$ cat src/rtl/marin_soc.sv
// Marin demo SoC top: after reset, sends the "MARIN\r\n" banner once over UART 8N1
// and shows progress, a heartbeat and completion on the LEDs and done_o.
module marin_soc #(
  parameter int CLKS_PER_BIT = 868,
  parameter int HB_BIT       = 25
) (
  input  logic       clk_100mhz_i,
  input  logic       rst_i,
  output logic       uart_tx_o,
  output logic [7:0] leds_o,
  output logic       done_o
);

  typedef enum logic [2:0] {
    S_LOAD,
    S_START,
    S_DATA,
    S_STOP,
    S_NEXT,
    S_DONE
  } state_e;

  localparam logic [15:0] BAUD_MAX = 16'(CLKS_PER_BIT - 1);

  state_e      state_q, state_d;
  logic [15:0] baud_q, baud_d;
  logic [2:0]  bit_q, bit_d;
  logic [2:0]  idx_q, idx_d;
  logic [2:0]  sent_q, sent_d;
  logic [7:0]  shift_q, shift_d;
  logic [31:0] hb_q, hb_d;
  logic        tx_q, tx_d;
  logic [7:0]  leds_q, leds_d;
  logic        done_q, done_d;
  logic        baud_last;

  function automatic logic [7:0] banner_rom(input logic [2:0] i);
    case (i)
      3'd0:    banner_rom = 8'h4D;
      3'd1:    banner_rom = 8'h41;
      3'd2:    banner_rom = 8'h52;
      3'd3:    banner_rom = 8'h49;
      3'd4:    banner_rom = 8'h4E;
      3'd5:    banner_rom = 8'h0D;
      default: banner_rom = 8'h0A;
    endcase
  endfunction

  assign baud_last = (baud_q == BAUD_MAX);

  always_comb begin
    state_d = state_q;
    baud_d  = baud_q;
    bit_d   = bit_q;
    idx_d   = idx_q;
    sent_d  = sent_q;
    shift_d = shift_q;
    hb_d    = hb_q + 32'd1;
    case (state_q)
      S_LOAD: begin
        shift_d = banner_rom(idx_q);
        baud_d  = 16'd0;
        bit_d   = 3'd0;
        state_d = S_START;
      end
      S_START: begin
        if (baud_last) begin
          baud_d  = 16'd0;
          state_d = S_DATA;
        end else begin
          baud_d = baud_q + 16'd1;
        end
      end
      S_DATA: begin
        if (baud_last) begin
          baud_d  = 16'd0;
          shift_d = {1'b0, shift_q[7:1]};
          if (bit_q == 3'd7) begin
            state_d = S_STOP;
          end else begin
            bit_d = bit_q + 3'd1;
          end
        end else begin
          baud_d = baud_q + 16'd1;
        end
      end
      S_STOP: begin
        if (baud_last) begin
          baud_d  = 16'd0;
          state_d = S_NEXT;
        end else begin
          baud_d = baud_q + 16'd1;
        end
      end
      S_NEXT: begin
        sent_d = (sent_q == 3'd7) ? 3'd7 : sent_q + 3'd1;
        if (idx_q == 3'd6) begin
          state_d = S_DONE;
        end else begin
          idx_d   = idx_q + 3'd1;
          state_d = S_LOAD;
        end
      end
      S_DONE:  state_d = S_DONE;
      default: state_d = S_LOAD;
    endcase
  end

  // Outputs are registered from the current state, so the line trails the FSM by one cycle.
  always_comb begin
    tx_d = 1'b1;
    case (state_q)
      S_START: tx_d = 1'b0;
      S_DATA:  tx_d = shift_q[0];
      default: tx_d = 1'b1;
    endcase
    leds_d = {hb_q[HB_BIT], 4'b0000, sent_q};
    done_d = (state_q == S_DONE);
  end

  always_ff @(posedge clk_100mhz_i) begin
    if (rst_i) begin
      state_q <= S_LOAD;
      baud_q  <= 16'd0;
      bit_q   <= 3'd0;
      idx_q   <= 3'd0;
      sent_q  <= 3'd0;
      shift_q <= 8'hFF;
      hb_q    <= 32'd0;
      tx_q    <= 1'b1;
      leds_q  <= 8'h00;
      done_q  <= 1'b0;
    end else begin
      state_q <= state_d;
      baud_q  <= baud_d;
      bit_q   <= bit_d;
      idx_q   <= idx_d;
      sent_q  <= sent_d;
      shift_q <= shift_d;
      hb_q    <= hb_d;
      tx_q    <= tx_d;
      leds_q  <= leds_d;
      done_q  <= done_d;
    end
  end

  assign uart_tx_o = tx_q;
  assign leds_o    = leds_q;
  assign done_o    = done_q;

endmodule

$ cat config.mk
export PLATFORM = sky130hd
export DESIGN_NAME = marin_soc
export DESIGN_NICKNAME = d
export VERILOG_FILES = /design/src/rtl/marin_soc.sv
export SDC_FILE = /design/constraint.sdc
export NUM_CORES = 1
export LEC_CHECK = 0
export BUFFER_PORTS_ARGS = -buffer_cell sky130_fd_sc_hd__buf_2
export CORE_MARGIN = 5
export CORE_UTILIZATION = 40
export CTS_CLUSTER_SIZE = 28
export DETAILED_ROUTE_END_ITERATION = 6
export HOLD_SLACK_MARGIN = 0.03
export SYNTH_ARGS = -nofsm -noshare
export SYNTH_HDL_FRONTEND = slang
export SYNTH_SLANG_ARGS = --single-unit
$ cat constraint.sdc
create_clock -name clk_100mhz_i -period 3.9 [get_ports clk_100mhz_i]
set_input_delay 0.975 -clock clk_100mhz_i [delete_from_list [all_inputs] [get_ports clk_100mhz_i]]
set_output_delay 0.975 -clock clk_100mhz_i [all_outputs]
set_load 0.02 [all_outputs]
==> run metrics <==
status=complete, no violations; Final Max Tran Viols=0; Fill cells=811; initial antenna violation count=0; area grow syn2layout=8.16%; row count=33; ratio of cells with drive above 1 in the final layout=8.33%; final worst-path cycle share=64.1%; Max Cap Viol=0; post-synthesis sequential area ratio=40.4%; DIE WIDTH=102 microns; Initial Util=41.1%; Clk Latency, worst-skew pair=0.35 ns; Main synth FF type=dfxtp_1; Post-Synthesis Cells=393; Core Area=0.00822 sq mm; flops & latches, synth=68; RSZ-0062 raised after global routing=no; via count=2732; Syn. warnings=0; most frequent cells in the layout=68 x dfxtp_1, 38 x nor2_1, 29 x nand2_1; Routed Antenna Nets=0; Worst EP required=4.09 ns; Congestion Overflow GR=0; clock-pin slew on the worst setup and hold paths=0.08 ns; Ports=12; synthesized area=0.00337 sq mm; Initial DRC Count=118; Slew headroom=35.3%; most common cell after layout, fill and taps aside=dfxtp_1; average cell area after synthesis=8.58 sq um; Worst Hold Class=reg -> reg; Die Y=102 microns; setup violators final=0; Core Util, Final=44.4%; CTS max path bufs=2; CP Launch Type=flop; Fmax=400 MHz; register share of total power=51.0%; WL final=6700 microns; Arr. time, crit path=2.69 ns; Pint=1.06 mW; first-pass detailed-route iteration total=4; die area=0.0104 sq mm; Max IR drop VDD=247 uV; CTS tree=built; # resized after CTS=0; GPL Wtd Cong=0.801; Setup TNS=0 ns; nets=403; CP Max Fanout=19; Post-synth ARST share=0%; # diodes=0; Fin. Hold Viols=0; sw power=0.368 mW; Tot Pwr=1.43 mW; critical path endpoint category=flop; DP Wirelength=4400 microns; synth unique cells=54; Setup WS pre-CTS=1.41 ns; pwr/cell area=392 mW/mm^2; drt wl/cell=13.4 microns; CTS H-Tree Depth=3; buffers added on ports=7; largest net degree at the start of global routing=56; crit path time final=2.50 ns; Clock Skew=0.00951 ns; Switching Share=25.7%; root buffer cell=clkbuf_8; vias per inst=5.45; global-route wire length before repair=11700 microns; DRC=0; Post-CTS Setup Inserts=0; Clock Power Share=41.3%; GRT Util Overall=14.0%; Worst-Margin Slew=0.970 ns; final hold slack=0.457 ns; worst setup path class=reg -> reg; Final Worst Setup Slack=1.40 ns; Comb power frac=7.8%; vias in the first global route=2558; Num CTS Buffers=9; CTS Sinks=68; Post-CTS Hold Buffers=0; Leak=1.22 nW; EDFF count, synth=0
-- per-stage QoR --
stage	area [sq um]	instances
4_1_cts	3650	501
2_1_floorplan	3380	396
5_1_grt	3650	501
3_3_place_gp	3450	485
6_report	3650	501
3_5_place_dp	3450	485
-- flip-flops by register name, summed over array words and instances (netlist names) --
signal and count:
shift_q 8, done_o 1, idx_q 3, sent_q 3, baud_q 16, hb_q 26
state_q 3, bit_q 3, leds_o 4, uart_tx_o 1
-- cells in the mapped netlist, drive strengths merged (4+ instances only) --
cell type  number  area [sq um]
dfxtp          68          1360
nor2           38           143
nand2          29           109
a21oi          25           129
nand3          21           105
nor3           16          80.1
nand4          14          87.6
buf            13          73.8
clkbuf         12          45.0
xnor2          12           105
or4            11          86.3
ha             10           125
o21ai          10          50.1
xor2           10          87.6
nand2b          9          56.3
mux2i           8          80.1
inv             7          26.3
nor2b           7          43.8
and4            6          52.6
o31ai           6          45.0
a211oi          5          37.5
or3             5          31.3
a31oi           4          25.0
nand4b          4          35.0
nand4bb         4          45.0
nor3b           4          30.0
-- power groups by stage --
stage / sequential (mW) / combinational (mW) / clock, mW
after floorplan: 0.739 / 0.0969 / 0
after global placement: 0.745 / 0.109 / 0
after CTS: 0.729 / 0.112 / 0.611
final: 0.729 / 0.111 / 0.590
after detailed placement: 0.745 / 0.112 / 0
after global routing: 0.732 / 0.125 / 0.640
-- metal layers --
metal,wire [microns],global-route usage [%],up-vias
li1,-,-,1416
met4,57,5.55,0
met2,3100,21.7,36
met3,207,4.10,6
met5,0,0,-
met1,3340,18.4,1274
-- cell type report --
cell class / instances / area [sq um] / area share, %
Inverter: 7 / 26.3 / 0.720
Sequential cell: 68 / 1360 / 37.3
Timing Repair Buffer: 9 / 50.0 / 1.37
Clock buffer: 10 / 138 / 3.77
Clock inverter: 6 / 63.8 / 1.75
Tap cell: 105 / 131 / 3.60
Multi-Input combinational cell: 296 / 1880 / 51.5
-- kinds of logic after synthesis --
group                      count (synthesis)  share of synthesized area (%)
other                                      1                          0.111
and+or+nand+nor                          184                           30.0
DFF                                       68                           40.4
muxes                                      9                           2.71
AOI/OAI and AO/OA                         67                           13.1
adders and majority gates                 10                           3.71
buffers and inverters                     32                           4.30
xor gates and xnor gates                  22                           5.71
-- worst max-delay path: stages (launching register included) --
cell,delay (ns)
dfxtp_1,0.39
or4_4,0.56
or4_1,0.85
a21oi_2,0.44
nor3_1,0.09
-- worst paths after layout --
kind                                           endpoint                    start  slack (ns)  cells past startpoint
worst max-delay path             baud_q[5]$_SDFFE_PP0P_   baud_q[3]$_SDFFE_PP0P_        1.40                      4
worst min-delay path            shift_q[7]$_SDFFE_PP1P_  shift_q[7]$_SDFFE_PP1P_        0.46                      1
worst max register to register   baud_q[5]$_SDFFE_PP0P_   baud_q[3]$_SDFFE_PP0P_        1.40                      4
worst min register to register  shift_q[7]$_SDFFE_PP1P_  shift_q[7]$_SDFFE_PP1P_        0.46                      1
Note: power is estimated with default switching activity, not from simulation.
